`src/rtl/analog_io_sched.sv`:
```
// Round-robin transaction controller that time-shares one analog_io channel
// between NREQ requesters: drive, settle, capture, acknowledge.
module analog_io_sched #(
    parameter int BITS   = 16,
    parameter int NREQ   = 4,
    parameter int SETTLE = 4
) (
    input  logic                 clk,
    input  logic                 rst_n,
    input  logic [NREQ-1:0]      req,
    input  logic [NREQ-1:0]      wr,
    input  logic [NREQ*BITS-1:0] wdata,
    output logic [NREQ-1:0]      ack,
    output logic [BITS-1:0]      rdata,
    output logic                 busy,
    output logic                 io_en,
    output logic                 io_dir,
    output logic [BITS-1:0]      io_wdata,
    input  logic [BITS-1:0]      io_rdata
);

    localparam int IDXW = (NREQ > 1) ? $clog2(NREQ) : 1;
    localparam int CNTW = (SETTLE > 1) ? $clog2(SETTLE) : 1;
    localparam logic [CNTW-1:0] CNT_LOAD  = CNTW'(SETTLE - 1);
    localparam logic [IDXW-1:0] LAST_INIT = IDXW'(NREQ - 1);

    typedef enum logic [1:0] {
        ST_IDLE    = 2'd0,
        ST_SETTLE  = 2'd1,
        ST_CAPTURE = 2'd2,
        ST_ACK     = 2'd3
    } state_t;

    state_t            state_r;
    state_t            next_state_s;
    logic [IDXW-1:0]   last_r;
    logic [IDXW-1:0]   idx_r;
    logic [IDXW-1:0]   win_s;
    logic              win_valid_s;
    logic [CNTW-1:0]   cnt_r;
    logic [NREQ-1:0]   ack_r;
    logic [BITS-1:0]   rdata_r;
    logic              busy_r;
    logic              io_en_r;
    logic              io_dir_r;
    logic [BITS-1:0]   io_wdata_r;
    logic [BITS-1:0]   wdata_a_s [NREQ];

    function automatic logic [IDXW-1:0] rr_slot(input logic [IDXW-1:0] base, input int k);
        return IDXW'((int'(base) + k) % NREQ);
    endfunction

    function automatic logic [NREQ-1:0] onehot(input logic [IDXW-1:0] i);
        logic [NREQ-1:0] v;
        v    = {NREQ{1'b0}};
        v[i] = 1'b1;
        return v;
    endfunction

    // Split the flat write-data bus into one word per requester
    always_comb begin
        for (int i = 0; i < NREQ; i++) begin
            wdata_a_s[i] = wdata[i*BITS +: BITS];
        end
    end

    // Round-robin winner: scanning downwards leaves the requester closest after last_r
    always_comb begin
        win_s       = last_r;
        win_valid_s = |req;
        for (int k = NREQ; k >= 1; k--) begin
            win_s = req[rr_slot(last_r, k)] ? rr_slot(last_r, k) : win_s;
        end
    end

    // FSM state register
    always_ff @(posedge clk or negedge rst_n) begin
        if (!rst_n) begin
            state_r <= ST_IDLE;
        end else begin
            state_r <= next_state_s;
        end
    end

    // FSM next-state logic
    always_comb begin
        next_state_s = state_r;
        case (state_r)
            ST_IDLE: begin
                if (win_valid_s) begin
                    next_state_s = ST_SETTLE;
                end else begin
                    next_state_s = ST_IDLE;
                end
            end
            ST_SETTLE: begin
                if (cnt_r == {CNTW{1'b0}}) begin
                    next_state_s = ST_CAPTURE;
                end else begin
                    next_state_s = ST_SETTLE;
                end
            end
            ST_CAPTURE: next_state_s = ST_ACK;
            ST_ACK:     next_state_s = ST_IDLE;
            default:    next_state_s = ST_IDLE;
        endcase
    end

    // Transaction datapath; outputs are registered from the next state so they line up with it
    always_ff @(posedge clk or negedge rst_n) begin
        if (!rst_n) begin
            last_r     <= LAST_INIT;
            idx_r      <= {IDXW{1'b0}};
            cnt_r      <= {CNTW{1'b0}};
            ack_r      <= {NREQ{1'b0}};
            rdata_r    <= {BITS{1'b0}};
            busy_r     <= 1'b0;
            io_en_r    <= 1'b0;
            io_dir_r   <= 1'b0;
            io_wdata_r <= {BITS{1'b0}};
        end else begin
            case (state_r)
                ST_IDLE: begin
                    if (win_valid_s) begin
                        idx_r      <= win_s;
                        last_r     <= win_s;
                        cnt_r      <= CNT_LOAD;
                        io_dir_r   <= wr[win_s];
                        io_wdata_r <= wdata_a_s[win_s];
                    end
                end
                ST_SETTLE: begin
                    if (cnt_r != {CNTW{1'b0}}) begin
                        cnt_r <= cnt_r - 1'b1;
                    end
                end
                // Capture for writes too, so the requester gets a readback
                ST_CAPTURE: rdata_r <= io_rdata;
                ST_ACK: begin
                end
                default: begin
                end
            endcase
            io_en_r <= (next_state_s == ST_SETTLE) || (next_state_s == ST_CAPTURE);
            busy_r  <= (next_state_s != ST_IDLE);
            ack_r   <= (next_state_s == ST_ACK) ? onehot(idx_r) : {NREQ{1'b0}};
        end
    end

    assign ack      = ack_r;
    assign rdata    = rdata_r;
    assign busy     = busy_r;
    assign io_en    = io_en_r;
    assign io_dir   = io_dir_r;
    assign io_wdata = io_wdata_r;

endmodule

```
`config.mk`:
```
export PLATFORM = sky130hd
export DESIGN_NAME = analog_io_sched
export DESIGN_NICKNAME = d
export VERILOG_FILES = /design/src/rtl/analog_io_sched.sv
export SDC_FILE = /design/constraint.sdc
export NUM_CORES = 1
export LEC_CHECK = 0
export ABC_AREA = 1
export BUFFER_PORTS_ARGS = -buffer_cell sky130_fd_sc_hd__buf_2
export CAP_MARGIN = 20
export CORE_MARGIN = 4
export CORE_UTILIZATION = 47
export CTS_CLUSTER_DIAMETER = 150
export DETAILED_ROUTE_END_ITERATION = 12
export HOLD_SLACK_MARGIN = 0.02
export PLACE_DENSITY = 0.81
export SKIP_LAST_GASP = 1
export SLEW_MARGIN = 20
export SYNTH_ARGS = -nofsm -noshare
export SYNTH_HDL_FRONTEND = slang
export SYNTH_SLANG_ARGS = --single-unit
```
`constraint.sdc`:
```
create_clock -name clk -period 2.6 [get_ports clk]
set_clock_uncertainty 0.1 [all_clocks]
set_input_delay 0 -clock clk [delete_from_list [all_inputs] [get_ports clk]]
set_output_delay 0 -clock clk [all_outputs]
set_load 0.03 [all_outputs]
```
[Yosys cells after proc, flatten, opt, wreduce, memory -nomap -nowiden]
Cells that the tools add are included.
Cells by class
  add/sub/neg operators: 5
  order comparisons: 8
  eq/ne operators: 8
  mux-type cells: 26
  bitwise gates (word level): 1
  reduce and logical (&&, ||, !) cells: 10
Operator list (count)
  binary-select mux 16 bit (select 2 bit): 1
  two-way mux 16 bit: 2
  less-than comparator 2 x 3 -> 1 bit, second input constant: 6
  two-way mux 2 bit: 7
  binary-select mux 1 bit (select 2 bit): 5
  == test 2 bit, second input constant: 4
  one-hot mux 2 bit (4 select lines): 1
  two-way mux 1 bit: 7
  nonzero test 2 bit: 3
  adder 2 x 1 -> 2 bit, second input constant: 2
  adder 2 bit, second input constant: 2
  == test 2 x 1 -> 1 bit, second input constant: 2
  logical NOT 2 bit: 2
  two-way mux 4 bit: 1
  != test 2 bit, second input constant: 2
  one-hot mux 2 bit (2 select lines): 1
  OR reduction 4 bit: 1
  >= comparator 3 bit, second input constant: 1
  NOT 2 -> 3 bit: 1
  AND reduction 3 bit: 1
  demux 1 bit (select 2 bit): 1
  >= comparator 2 x 1 -> 1 bit, second input constant: 1
  AND reduction 2 bit: 1
  subtractor 2 x 1 -> 2 bit, second input constant: 1
  other kinds (2): 2
Storage, ports and cells
  register bits after elaboration: 47
  bits of input ports: 90
  word-level logic and storage cells: 68

[Logic depth before layout (Yosys ltp)]
  word-level depth: 11
  depth in mapped cells: 17
  depth with buffers taken out: 15

[Worst setup path before layout]
OpenSTA, ideal clock, no wires.
  path type: register to register
  start point: register last_r[0]
  end point: register io_wdata_r[6] (netlist: io_wdata[6])
  library setup time: 0.130 ns
  arrival: 1.603 ns
  data required time: 2.370 ns
  slack: 0.767 ns
  stages on the path, launching flop included: 14
  buffers on the path: 2
  cells stage by stage: dfstp_2 > buf_6 > inv_4 > nand2_1 > nand2_2 > nand2_2 > nand2_1 > inv_2 > nand3_2 > nand2_4 > buf_4 > nand2_1 > o211ai_1 > nand3_1
On the way
  cells in the longest elaborated chain, start to end: 11
  elaborated cells between the ends (all ways): 20
  classes of those cells: add/sub: 4; mux: 15; bitwise: 1
Ends and longest elaborated chain
  start, declared: RTL line 36  | logic [IDXW-1:0] last_r;
  start signal, assigned: RTL line 126  | last_r <= win_s;
  adder 2 x 1 -> 2 bit: RTL line 50  | return IDXW'((int'(base) + k) % NREQ);
  binary-select mux 1 bit (select 2 bit): RTL line 72  | win_s = req[rr_slot(last_r, k)] ? rr_slot(last_r, k) : win_s;
  two-way mux 1 bit (not written as such): RTL line 72
  two-way mux 2 bit (3 in a row): RTL line 72
  two-way mux 2 bit *: RTL line 72
  NOT 2 -> 3 bit (not written as such) *: RTL line 129  | io_wdata_r <= wdata_a_s[win_s];
  binary-select mux 16 bit (select 2 bit) *: RTL line 129
  two-way mux 16 bit (not written as such) * (2 in a row): RTL line 129
  end signal, assigned: RTL line 120  | io_wdata_r <= {BITS{1'b0}};
  end signal, assigned: RTL line 129
  end, declared: RTL line 46  | logic [BITS-1:0] io_wdata_r;
Every way passes the cells marked *; elsewhere a longest branch is shown, timed or not. The select of a mux whose other input is x is not followed.
A chain may end at the register's enable or synchronous reset.

[Final worst setup path]
  start point: register last_r[0]
  end point: register io_wdata_r[11] (netlist: io_wdata[11])
The elaborated chain is that of the path after synthesis.

==> results.md <==
* Part of the power in the clock network at 0.123
* Worst setup margin at 0.1965 ns
* Clk sinks at 47
* Total core area at 0.005574 mm2
* Largest net degree at the start of global routing at 48
* Sum Neg Setup Slack at 0 ns
* Vias/cell at 4.914
* Startpoint types: flop
* FF-to-FF Start: last_r[0]
* Vias at roughly 3200
* Crit path kind: reg -> reg
* Worst-path fanout max at 41
* Post-synth top flop: dfrtp_1
* Per-cell routed wire length at 13.81 um
* Clock Pin Slew Worst Setup and Hold Paths at 0.09 ns
* Endpoints failing setup at 0
* Cell variety after synth at 22
* GR Util All Layers at 0.2548
* Final Hold Vio Count at 0
* Hold Path Origin: wdata[60]
* Detail Route Antenna Nets at 0
* Post-synth EDFFs at 0
* Initial antenna violation count at 1
* Worst slack, placed at between 0.2 and 0.25 ns
* Flip-flop and latch area at between 0.001 and 0.0015 mm2
* Most area-consuming cells after synthesis: dfrtp_1 (41%), nand2_1 (21%), nand3_1 (10%), inv_1 (9.8%), o211ai_1 (3.0%)
* Worst setup EP type: flop
* Multi-input logic area at ~0.0011 mm2
* Final #Nets at 669
* Pwr Density at 1214 mW/mm2
* Period minus WS final at about 2.4 ns
* Peak VDD IR at around 0.74 mV
* First-pass DRT Iterations at 6
* Netlist Area Pre-Place at 0.002720 mm2
* Switching Power at ~2600 uW
* Worst Tran Pin Value at 0.6289 ns
* Area growth from synthesis to layout at 52.76%
* DIE AREA at 0.007069 mm2
* #FFs+latches synth at 47
* Num CTS Buffers at 5
* R2R Setup Slk at ~0.2 ns
* TritonCTS clock tree: yes
* Leakage at 0.002438 uW
* Arrival @ worst endpoint at 2.46 ns
* Worst r2r path cells at 13
* Placer Congestion at 0.8656
* Die height at 84.08 um
* Iteration-0 DRC Markers at ~160
* Worst reg2reg endpoint: io_wdata[11]
* Clock root buffer: clkbuf_8
* Post-synth ARST share at 1.000
* Chip width at 84.08 um
* Most frequent cell after synthesis: nand2_1
* Final Max Tran Viols at 0
* Sw frac at 0.5180
* Htree depth at 2
* Post-layout util at 0.7455
* CTS max path bufs at 2
* Pint at 2432 uW
* Rel. slew slack at 0.5802
* Vias in the first global route at 3172
* Register share of total power at 0.261
* Hold Path Class: in -> reg
* Cell accounting for the most synthesized area: dfrtp_1
* Avg Inst Size Synth at 6.975 um2
* Detail Placement HPWL at ~5200 um
* WHS Path Cells at 7
* IO Port Bufs at 128
* Grt ovf at 0
* Skew-Pair Late Insertion Delay at ~0.29 ns
* # fillers at about 420
* Share of cells above drive strength 1 at 0.2664
* Post-synth top cells: nand2_1 (155), inv_1 (71), nand3_1 (56), dfrtp_1 (45), o211ai_1 (11)
* Seq/Total Area, Yosys at 0.4333
* # IOs at 129
* Max_cap viols at 0
* First-pass GRT wire length at 14790 um
* Top-area cell type share of the netlist area at 0.4140
* Total power at ~5000 uW
* Status: complete, no violations
* Comb pwr share at 0.616
* Synth Warn # at 0
* Hold EP: io_wdata[12]
* Fin crit share at 0.9244
* WP data required at 2.66 ns
* Final wirelength at around 9000 um
* Cell count after synthesis at 390
* Fmax at 416.1 MHz
* Residual DRC count at 0
* Initial core utilization at 0.4880
* Syn nets at ~480
* RSZ-0062 raised after global routing: no
* Num rows at 27
[cell usage in the layout (no fill, tap or decap)]
cell | Yosys | layout
inv_2 | 4 | 4
dfrtp_1 | 45 | 45
diode_2 | 0 | 2
nand2_2 | 5 | 5
nor2_1 | 5 | 5
bufinv_16 | 0 | 2
nand3_1 | 56 | 56
a41oi_1 | 1 | 1
inv_1 | 71 | 71
o21ai_0 | 7 | 7
nand2_8 | 0 | 1
nand2_1 | 155 | 155
ha_1 | 2 | 2
nor2_4 | 1 | 1
nor2_2 | 1 | 1
clkbuf_1 | 4 | 1
dfstp_2 | 2 | 2
inv_4 | 1 | 1
clkbuf_8 | 0 | 5
nand2_4 | 2 | 1
buf_2 | 3 | 127
nand3_2 | 1 | 1
buf_4 | 3 | 3
nor3_1 | 4 | 4
dlygate4sd3_1 | 0 | 66
o211ai_1 | 11 | 11
[cell families after synthesis]
group | count (synthesis) | share of synthesized area
AO/OA/AOI/OAI | 19 | 0.04646
adder cells (fa/ha/maj) | 2 | 0.009198
buffers and inverters | 92 | 0.1499
flip-flops | 47 | 0.4333
AND/OR/NAND/NOR | 230 | 0.3611
[how the worst max path moves through the flow]
stage                   endpoint      start  cells past startpoint  slack (ns)
floorplan            io_wdata[6]  last_r[0]                     13        0.77
global placement     io_wdata[9]  last_r[0]                     13        0.31
detailed placement  io_wdata[11]  last_r[0]                     13        0.21
CTS                 io_wdata[15]  last_r[0]                     13        0.19
global route        io_wdata[15]  last_r[0]                     13        0.01
finish              io_wdata[11]  last_r[0]                     13        0.20
[state kept, by name, summed over array words and instances, names as in the netlist]
| register | cells |
|---|---|
| cnt_r | 2 |
| state_r | 2 |
| idx_r | 2 |
| io_wdata | 16 |
| io_en | 1 |
| ack | 4 |
| last_r | 2 |
| rdata | 16 |
| io_dir | 1 |
| busy | 1 |
[repair_timing]
action | in CTS | in global routing
endpoints found under the hold margin | 77 | 0
setup buffers | 0 | 0
endpoints found under the setup margin | 0 | 11
resized for setup | 0 | 1
hold buffers | 66 | 0
[power by group through the flow]
| stage | clock (uW) | sequential [uW] | combinational (uW) |
|---|---|---|---|
| after global placement | 0 | 1310 | 2880 |
| after CTS | 637 | 1300 | 3050 |
| after floorplan | 0 | 1830 | 1940 |
| after global routing | 660 | 1360 | 3480 |
| after detailed placement | 0 | 1310 | 2970 |
| final | 622 | 1320 | 3100 |
[stage by stage]
stage / instances / instance area, um2 / hold WS, ns
after floorplan: 390 / 2720 / -0.3956
after global routing: 651 / 4153 / 0.05385
after CTS: 650 / 4139 / 0.02423
final: 652 / 4155 / 0.01045
after global placement: 576 / 3346 / 0.09920
after detailed placement: 576 / 3346 / 0.1050
[critical path: stages (launching register included)]
cell,delay (ns)
dfstp_2,0.65
inv_4,0.09
nand2_1,0.08
nand2_1,0.07
nand2_1,0.08
nand2_1,0.06
inv_2,0.09
nand2_2,0.07
nand2_2,0.23
nand2_8,0.22
inv_2,0.24
nand2_1,0.08
nand3_1,0.09
nand3_1,0.11
[routing by layer]
metal	track usage	wire, um	vias to the layer above
met2	0.4469	4561	152
met4	0.1111	399	0
met3	0.06515	657	40
met5	0	0	-
met1	0.2899	3388	1452
li1	-	-	1560
[cell type report]
cell class,count,area share
Timing Repair Buffer,196,0.3174
Clock buffer,6,0.01746
Clock inverter,2,0.01445
Tap cell,72,0.02168
Inverter,76,0.06926
Sequential cell,47,0.2836
Multi-Input combinational cell,251,0.2749
Antenna cell,2,0.001204
(Power assumes the default switching activity.)
